### src/rtl/sha_pkg.sv
// Shared SHA types, message-schedule helper functions and round-count constants
// used by the round controller and its message scheduler.
package sha;

    typedef enum logic [2:0] {
        SHA1   = 3'd0,
        SHA224 = 3'd1,
        SHA256 = 3'd2,
        SHA384 = 3'd3,
        SHA512 = 3'd4
    } mode_t;

    // One 1024-bit block seen either as 16 x 64-bit words or as 32 x 32-bit words.
    // Word 0 is the most significant word; 32-bit modes only use w32[15:0].
    typedef union packed {
        logic [15:0][63:0] w64;
        logic [31:0][31:0] w32;
    } msg_t;

    typedef enum logic [1:0] {
        ST_IDLE  = 2'd0,
        ST_ROUND = 2'd1,
        ST_FINAL = 2'd2
    } ctrl_state_t;

    localparam logic [6:0] ROUNDS_64 = 7'd64;
    localparam logic [6:0] ROUNDS_80 = 7'd80;

    function automatic logic mode_ok(input mode_t m);
        return (m == SHA1) || (m == SHA224) || (m == SHA256) ||
               (m == SHA384) || (m == SHA512);
    endfunction

    function automatic logic is_64(input mode_t m);
        return (m == SHA384) || (m == SHA512);
    endfunction

    function automatic logic [6:0] rounds(input mode_t m);
        return ((m == SHA224) || (m == SHA256)) ? ROUNDS_64 : ROUNDS_80;
    endfunction

    function automatic logic [31:0] rotl1_32(input logic [31:0] x);
        return {x[30:0], x[31]};
    endfunction

    function automatic logic [31:0] delta0_32(input logic [31:0] x);
        return {x[6:0], x[31:7]} ^ {x[17:0], x[31:18]} ^ (x >> 3);
    endfunction

    function automatic logic [31:0] delta1_32(input logic [31:0] x);
        return {x[16:0], x[31:17]} ^ {x[18:0], x[31:19]} ^ (x >> 10);
    endfunction

    function automatic logic [63:0] delta0_64(input logic [63:0] x);
        return {x[0], x[63:1]} ^ {x[7:0], x[63:8]} ^ (x >> 7);
    endfunction

    function automatic logic [63:0] delta1_64(input logic [63:0] x);
        return {x[18:0], x[63:19]} ^ {x[60:0], x[63:61]} ^ (x >> 6);
    endfunction

endpackage

### src/rtl/sha_round_ctrl_if.sv
// Block-input and round-output signal bundle between a block source / compression
// datapath (master) and the round controller (slave).
interface sha_round_ctrl_if;

    sha::mode_t  mode;
    logic        blk_valid;
    logic        blk_ready;
    sha::msg_t   blk;
    logic        round_valid;
    logic        core_ready;
    logic [6:0]  round_idx;
    logic [63:0] round_w;
    logic        fin_valid;
    logic        busy;

    modport master (
        output mode, blk_valid, blk, core_ready,
        input  blk_ready, round_valid, round_idx, round_w, fin_valid, busy
    );

    modport slave (
        input  mode, blk_valid, blk, core_ready,
        output blk_ready, round_valid, round_idx, round_w, fin_valid, busy
    );

endinterface

### src/rtl/sha_msg_sched.sv
// 16-word sliding message-schedule window; window[0] is the current W_t and each
// shift appends the next expanded word W_(t+16) at the top.
module sha_msg_sched
    import sha::*;
(
    input  logic        clk,
    input  logic        rst,
    input  logic        load,
    input  logic        shift,
    input  mode_t       mode,
    input  msg_t        blk,
    output logic [63:0] w0
);

    logic [63:0] window_reg  [16];
    logic [63:0] window_next [16];
    logic [63:0] load_word   [16];
    logic [63:0] shift_word  [16];
    logic [63:0] new_word;

    // window_reg[k] holds W_(t+k), so the taps below are relative to t+16.
    always_comb begin
        new_word = '0;
        if (mode == SHA1) begin
            new_word = {32'd0, rotl1_32(window_reg[13][31:0] ^ window_reg[8][31:0] ^
                                        window_reg[2][31:0]  ^ window_reg[0][31:0])};
        end else if (is_64(mode)) begin
            new_word = delta1_64(window_reg[14]) + window_reg[9] +
                       delta0_64(window_reg[1]) + window_reg[0];
        end else begin
            new_word = {32'd0, delta1_32(window_reg[14][31:0]) + window_reg[9][31:0] +
                               delta0_32(window_reg[1][31:0]) + window_reg[0][31:0]};
        end
    end

    genvar gi;
    generate
        for (gi = 0; gi < 16; gi++) begin : g_win
            assign load_word[gi] = is_64(mode) ? blk.w64[15-gi] : {32'd0, blk.w32[15-gi]};
            if (gi == 15) begin : g_top
                assign shift_word[gi] = new_word;
            end else begin : g_mid
                assign shift_word[gi] = window_reg[gi+1];
            end
        end
    endgenerate

    always_comb begin
        window_next = window_reg;
        if (load) begin
            window_next = load_word;
        end else if (shift) begin
            window_next = shift_word;
        end
    end

    always_ff @(posedge clk) begin
        if (rst) begin
            for (int i = 0; i < 16; i++) begin
                window_reg[i] <= '0;
            end
        end else begin
            window_reg <= window_next;
        end
    end

    assign w0 = window_reg[0];

endmodule

### src/rtl/sha_round_ctrl.sv
// SHA round sequencer: accepts a message block, issues one schedule word per round
// under core_ready backpressure, then pulses fin_valid once before going idle.
module sha_round_ctrl
    import sha::*;
(
    input  logic clk,
    input  logic rst,
    sha_round_ctrl_if.slave bus
);

    ctrl_state_t state_reg, state_next;
    logic [6:0]  t_reg, t_next;
    mode_t       mode_reg, mode_next;

    logic        blk_ready;
    logic        round_valid;
    logic        fin_valid;
    logic        busy;
    logic        accept;
    logic        round_hs;
    mode_t       sched_mode;
    logic [63:0] w0;

    assign accept   = bus.blk_valid & blk_ready;
    assign round_hs = round_valid & bus.core_ready;

    always_comb begin
        state_next  = state_reg;
        t_next      = t_reg;
        mode_next   = mode_reg;
        blk_ready   = 1'b0;
        round_valid = 1'b0;
        fin_valid   = 1'b0;
        busy        = 1'b1;
        unique case (state_reg)
            ST_IDLE: begin
                busy      = 1'b0;
                // Held low during reset so readiness first appears after rst falls.
                blk_ready = mode_ok(bus.mode) & ~rst;
                if (bus.blk_valid && blk_ready) begin
                    state_next = ST_ROUND;
                    mode_next  = bus.mode;
                    t_next     = '0;
                end
            end
            ST_ROUND: begin
                round_valid = 1'b1;
                if (bus.core_ready) begin
                    if (t_reg == rounds(mode_reg) - 7'd1) begin
                        state_next = ST_FINAL;
                        t_next     = '0;
                    end else begin
                        t_next = t_reg + 7'd1;
                    end
                end
            end
            ST_FINAL: begin
                fin_valid  = 1'b1;
                state_next = ST_IDLE;
            end
            default: begin
                state_next = ST_IDLE;
                t_next     = '0;
            end
        endcase
    end

    always_ff @(posedge clk) begin
        if (rst) begin
            state_reg <= ST_IDLE;
            t_reg     <= '0;
            mode_reg  <= SHA256;
        end else begin
            state_reg <= state_next;
            t_reg     <= t_next;
            mode_reg  <= mode_next;
        end
    end

    // The scheduler must see the live mode while loading, the latched one afterwards.
    assign sched_mode = (state_reg == ST_IDLE) ? bus.mode : mode_reg;

    sha_msg_sched u_sched (
        .clk   (clk),
        .rst   (rst),
        .load  (accept),
        .shift (round_hs),
        .mode  (sched_mode),
        .blk   (bus.blk),
        .w0    (w0)
    );

    assign bus.blk_ready   = blk_ready;
    assign bus.round_valid = round_valid;
    assign bus.fin_valid   = fin_valid;
    assign bus.busy        = busy;
    assign bus.round_idx   = t_reg;
    assign bus.round_w     = w0;

endmodule
### src/flat_wrapper.sv
// flat-port wrapper written by rule: the top's interface ports become plain ports
module sha_round_ctrl_flat import sha::*;
  (clk, rst, bus_mode, bus_blk_valid, bus_blk, bus_core_ready, bus_blk_ready, bus_round_valid, bus_round_idx, bus_round_w, bus_fin_valid, bus_busy);
  sha_round_ctrl_if bus_i ();
  input  logic clk;
  input  logic rst;
  input wire logic [$bits(bus_i.mode)-1:0] bus_mode;
  input wire logic [$bits(bus_i.blk_valid)-1:0] bus_blk_valid;
  input wire logic [$bits(bus_i.blk)-1:0] bus_blk;
  input wire logic [$bits(bus_i.core_ready)-1:0] bus_core_ready;
  output wire logic [$bits(bus_i.blk_ready)-1:0] bus_blk_ready;
  output wire logic [$bits(bus_i.round_valid)-1:0] bus_round_valid;
  output wire logic [$bits(bus_i.round_idx)-1:0] bus_round_idx;
  output wire logic [$bits(bus_i.round_w)-1:0] bus_round_w;
  output wire logic [$bits(bus_i.fin_valid)-1:0] bus_fin_valid;
  output wire logic [$bits(bus_i.busy)-1:0] bus_busy;
  assign bus_i.mode = bus_mode;
  assign bus_i.blk_valid = bus_blk_valid;
  assign bus_i.blk = bus_blk;
  assign bus_i.core_ready = bus_core_ready;
  assign bus_blk_ready = bus_i.blk_ready;
  assign bus_round_valid = bus_i.round_valid;
  assign bus_round_idx = bus_i.round_idx;
  assign bus_round_w = bus_i.round_w;
  assign bus_fin_valid = bus_i.fin_valid;
  assign bus_busy = bus_i.busy;
  sha_round_ctrl u_core (.clk(clk), .rst(rst), .bus(bus_i));
endmodule
### config.mk
export PLATFORM = sky130hd
export DESIGN_NAME = sha_round_ctrl_flat
export DESIGN_NICKNAME = d
export VERILOG_FILES = /design/src/rtl/sha_pkg.sv /design/src/rtl/sha_round_ctrl_if.sv /design/src/rtl/sha_msg_sched.sv /design/src/rtl/sha_round_ctrl.sv /design/src/flat_wrapper.sv
export SDC_FILE = /design/constraint.sdc
export NUM_CORES = 2
export LEC_CHECK = 0
export BUFFER_PORTS_ARGS = -buffer_cell sky130_fd_sc_hd__buf_2
export CAP_MARGIN = 20
export CORE_AREA = 4 4 434 436
export CTS_BUF_LIST = sky130_fd_sc_hd__clkbuf_8
export DETAILED_ROUTE_END_ITERATION = 12
export DIE_AREA = 0 0 438 440
export GPL_ROUTABILITY_DRIVEN = 1
export PLACE_DENSITY = 0.63
export REMOVE_ABC_BUFFERS = 1
export SETUP_SLACK_MARGIN = 0.1
export SLEW_MARGIN = 20
export SYNTH_ARGS = -nofsm -noshare
export SYNTH_HDL_FRONTEND = slang
export SYNTH_SLANG_ARGS = --single-unit
export TNS_END_PERCENT = 50
### constraint.sdc
create_clock -name clk -period 4.5 [get_ports clk]
set_clock_uncertainty 0.05 [all_clocks]
set_input_delay 0.225 -clock clk [delete_from_list [all_inputs] [get_ports clk]]
set_output_delay 0.225 -clock clk [all_outputs]
set_load 0.01 [all_outputs]
==> results of run 1 <==
==> timing repair <==
item	CTS
endpoints found under the hold margin	1035
hold buffers	2313
pin swaps	75
setup buffers	6
gates resized for setup	157
endpoints found under the setup margin	56
==> cells by family after synthesis <==
group,count (synthesis)
mux,5
fa+ha+maj,283
flops,1036
buf+inv,1210
compound gates,1949
simple gates,4031
xor+xnor,534
==> metrics by stage <==
| stage | setup slack (ns) | util | instances |
|---|---|---|---|
| after floorplan | -63.23 | - | 8214 |
| after global placement | -0.580 | 0.414 | 12517 |
| after detailed placement | -0.592 | 0.414 | 12518 |
| after CTS | -0.255 | 0.566 | 15201 |
==> per-layer routing <==
layer | global-route usage | overflow
met5 | 0.0413 | 0
met4 | 0.317 | 2
met3 | 0.175 | 0
met2 | 0.646 | 2
met1 | 0.504 | 0
==> metrics.md, run 1 <==
| Metric | Value |
|---|---|
| Largest family of logic cells by synthesized area | simple AND/OR/NAND/NOR gates |
| Floorplan row count | 158 |
| H-tree levels | 4 |
| Most common cell in the synthesized netlist | nand2_1 |
| Post-place instance area | 0.0764 sq mm |
| Gpl congestion | 1.06 |
| Largest cells by area after synthesis | dfxtp_1 (32%), nand2_1 (17%), a21oi_1 (7.9%) |
| Synth warn | 0 |
| Compound-gate portion of the synthesized area | 0.195 |
| Number of synthesized flops with an enable pin | 0 |
| Post-synthesis adder-cell area fraction | 0.0771 |
| Largest net degree at the start of global routing | 200 |
| Global Route Usage Sum | 0.435 |
| Post-synthesis average cell area | 7.10 sq um |
| First-pass GRT wire length | 616000 um |
| Die width | 438 um |
| Die H | 440 um |
| Share of the synthesized area in the top cell type | 0.323 |
| Netlist Area Pre-Place | 0.0643 sq mm |
| Outcome | stopped before the end |
| Synth cell types | 77 |
| Post-DP HPWL | 269000 um |
| Remaining global-route overflow | 4 |
| Boundary Pins | 1106 |
| Root Buffer | clkbuf_8 |
| Cells after Synth | 9048 |
| Exit stage | 5_1_grt |
| Synth Area in XOR/XNOR | 0.0728 |
| Maximum clock insertion buffer count | 3 |
| CTS buffer count | 197 |
| Input/output buffers | 1105 |
| Top_reg_cell synth | dfxtp_1 |
| Synthesized flop and latch total | 1036 |
| Seq/Total Area, Yosys | 0.323 |
| Clk sinks | 1036 |
| Area leader, netlist | dfxtp_1 |
| Most instantiated cells after synthesis | nand2_1 (2895), dfxtp_1 (1036), a21oi_1 (1014), clkbuf_1 (747), nor2_1 (506) |
| Post-synthesis mux area share | 0.000857 |
| Ys async rst share | 0 |
| Starting density of the core | 0.348 |
| Tool error message | [ERROR GRT-0116] Global routing finished with congestion. Check the congestion regions in the DRC Viewer. |
| Synth Area in Simple Gates | 0.260 |
| Vias in the first global route | 92500 |
==> run 2: changes to the inputs <==
CORE_AREA = 4 4 424 426   (was 4 4 434 436)
CTS_BUF_LIST = not set   (was sky130_fd_sc_hd__clkbuf_8)
DIE_AREA = 0 0 428 430   (was 0 0 438 440)
PLACE_DENSITY = not set   (was 0.63)
PLACE_DENSITY_LB_ADDON = 0.15   (was not set)
SETUP_SLACK_MARGIN = not set   (was 0.1)
clock period = 5.85 ns   (was 4.5 ns; I/O delays follow)
==> run 2 against run 1 <==
Effect of this change:
- the flow now finishes without violations
- area after synthesis unchanged
- synthesized cell count unchanged
==> metrics.md, run 2 <==
| Metric | Value |
|---|---|
| Outcome | finished, final reports clean |
| DP Cell Count | 11901 |
| Final Util | 0.508 |
| DR DRC count | 0 |
| Register clock-pin slew on the reported worst setup and hold paths | 0.06 ns |
| CTS tree | built |
| Hold slack | 0.0925 ns |
| Power Density | 275 mW/mm^2 |
| DR iter-0 viols | 8299 |
| Die H | 430 um |
| Die area | 0.184 sq mm |
| Max_slew headroom | 0.255 |
| Worst slew pin tran | 1.12 ns |
| Most common cell in the synthesized netlist | nand2_1 |
| Max-Cap Viols | 0 |
| CP required | 6.47 ns |
| Slew Limit Fails | 0 |
| Area leader, netlist | dfxtp_1 |
| Die width | 428 um |
| Cells after Synth | 9048 |
| Largest net degree at the start of global routing | 180 |
| Final wirelength | 361000 um |
| Antenna Nets Post-Route | 0 |
| Vias in the first global route | 74523 |
| Commonest non-fill, non-tap cells in the layout | nand2_1 (2893), dlygate4sd3_1 (1269), buf_2 (1104) |
| Global Route Usage Sum | 0.374 |
| Setup crit start kind | flip-flop |
| Number of flip-flops in the largest register | 960 |
| Critical Path Slowest Stage Cell | xnor2_1 |
| R2r startpoint | u_core.u_sched.shift_word[140] |
| Largest cells by area after synthesis | dfxtp_1 (32%), nand2_1 (17%), a21oi_1 (7.9%) |
| Share of the synthesized area in the top cell type | 0.323 |
| Clk sinks | 1036 |
| Most Frequent Cell on Critical Path | xnor2_1 |
| First-pass GRT wire length | 518000 um |
| CP Capture Type | flip-flop |
| CTS buffer count | 133 |
| Input/output buffers | 1105 |
| Root Buffer | clkbuf_16 |
| Most common cell after layout, fill and taps aside | nand2_1 |
| Synth warn | 0 |
| Vias post-DR | 76193 |
| Post-synthesis average cell area | 7.10 sq um |
| Maximum VDD drop | 0.279 mV |
| Share of layout cells above drive strength 1 | 0.143 |
| Finished Layout Cells | 13482 |
| Boundary Pins | 1106 |
| Crit path kind | reg2reg |
| Netlist Area Pre-Place | 0.0643 sq mm |
| Floorplan row count | 154 |
| # nets final | 12279 |
| Top_reg_cell synth | dfxtp_1 |
| Area grow syn2layout | 38.8% |
| Class of the worst hold path | in2reg |
| Remaining global-route overflow | 0 |
| Number of synthesized flops with an enable pin | 0 |
| Final Hold Fails | 0 |
| RSZ-0062 raised after global routing | false |
| Most instantiated cells after synthesis | nand2_1 (2895), dfxtp_1 (1036), a21oi_1 (1014), clkbuf_1 (747), nor2_1 (506) |
| H-tree levels | 4 |
| Critical path origin | u_core.u_sched.shift_word[140] |
| CP max FO | 5 |
| Fillcell total | 17412 |
| CP Cell Sequence | xnor2_1 -> xnor2_1 -> fa_1 -> fa_1 -> ha_1 -> and3_1 -> nand3_1 -> or3b_1 -> a311oi_1 -> nor3_1 -> buf_4 -> o31a_1 -> o221a_4 -> xnor2_1 -> a221oi_1 -> nor3_2 |
| # setup viols final | 0 |
| Post-place instance area | 0.0718 sq mm |
| CP top delay family | compound AO/OA/AOI/OAI gates |
| Final min period | 5.57 ns |
| Synth cell types | 77 |
| Post-DP HPWL | 261000 um |
| Vias per std cell | 5.65 |
| Setup repair bufs after CTS | 0 |
| Final Instance Area | 0.0892 sq mm |
| Starting density of the core | 0.366 |
| Setup TNS | 0 ns |
| F_max | 180 MHz |
| Worst Path Arrival | 6.19 ns |
| Seq/Total Area, Yosys | 0.323 |
| Worst-Skew Late Latency | 0.83 ns |
| Placeable Area | 0.176 sq mm |
| Wire length per cell | 26.8 um |
| Initial antenna violation count | 87 |
| Final Cycle Share | 0.952 |
| Ys async rst share | 0 |
| Crit path largest cell delay | 0.67 ns |
| Buf+Inv Stages, Crit Path | 1 |
| Pre-antenna DRT Iters | 8 |
| Maximum clock insertion buffer count | 3 |
| Synthesized flop and latch total | 1036 |
| Leak | 36.1 nW |
| Gpl congestion | 0.985 |
| Hold Path Origin | bus_blk[104] |
run 2: cell counts after synthesis:
No cell type changed its count.
run 2: cell families (layout without fill, tap and decap cells):
| group | Yosys count | in the layout | share of synthesized area |
|---|---|---|---|
| AOI/OAI and AO/OA | 1949 | 1949 | 0.195 |
| xor gates and xnor gates | 534 | 534 | 0.0728 |
| adders and majority gates | 283 | 283 | 0.0771 |
| buffers and inverters | 1210 | 3235 | 0.0718 |
| DFF | 1036 | 1036 | 0.323 |
| muxes | 5 | 5 | 0.000857 |
| other | 0 | 69 | 0 |
| and+or+nand+nor | 4031 | 4031 | 0.260 |
run 2: power breakdown:
part	switching (mW)	leakage (nW)	internal, mW
Sequential	0.405	8.42	7.41
Combinational	4.82	25.5	3.14
Clock	3.58	2.24	5.19
run 2: worst paths after layout:
kind | end | slack (ns) | cells after the start
worst max-delay path | u_core.u_sched.shift_word[104] | 0.28 | 16
worst min-delay path | u_core.u_sched.shift_word[168] | 0.09 | 3
worst max register to register | u_core.u_sched.shift_word[104] | 0.28 | 16
worst min register to register | u_core.u_sched.shift_word[101] | 0.42 | 2
run 2: worst register-to-register path: cells and delay by family (launching register included):
kind / cells / cell delay (ns)
AO/OA/AOI/OAI: 4 / 1.52
XOR/XNOR: 3 / 1.03
adder cells (fa/ha/maj): 3 / 1.32
buffers and inverters: 1 / 0.17
flip-flops: 1 / 0.38
AND/OR/NAND/NOR: 5 / 0.98
run 2: final cells by class:
cell class / count / area (sq um) / area share
inverter: 376 / 1410 / 0.0158
multi-input combinational: 6802 / 39000 / 0.437
timing repair buffer: 2616 / 20400 / 0.229
clock inverter: 35 / 477 / 0.00534
antenna: 69 / 173 / 0.00194
sequential: 1036 / 20700 / 0.233
clock buffer: 208 / 4070 / 0.0456
tap: 2340 / 2930 / 0.0328
run 2: through the flow:
stage,worst slack [ns],total power [mW]
4_1_cts,0.353,24.4
3_5_place_dp,0.383,14.9
2_1_floorplan,-61.88,12.3
6_report,0.280,24.5
5_1_grt,0.0195,25.5
3_3_place_gp,0.363,15.0
run 2: timing repair:
action                      CTS  global route
setup endpoints to repair     0             1
hold buffers               1269             0
hold endpoints to repair   1027             0
resized for setup             0             1
run 2: per-layer routing:
metal  vias up  routed length (um)  track usage
met2      4021              164000        0.601
met4        24               21600        0.194
met5         -                 154            0
li1      34087                   -            -
met1     37114              147000        0.482
met3       947               28300       0.0649
(Power assumes the default switching activity.)
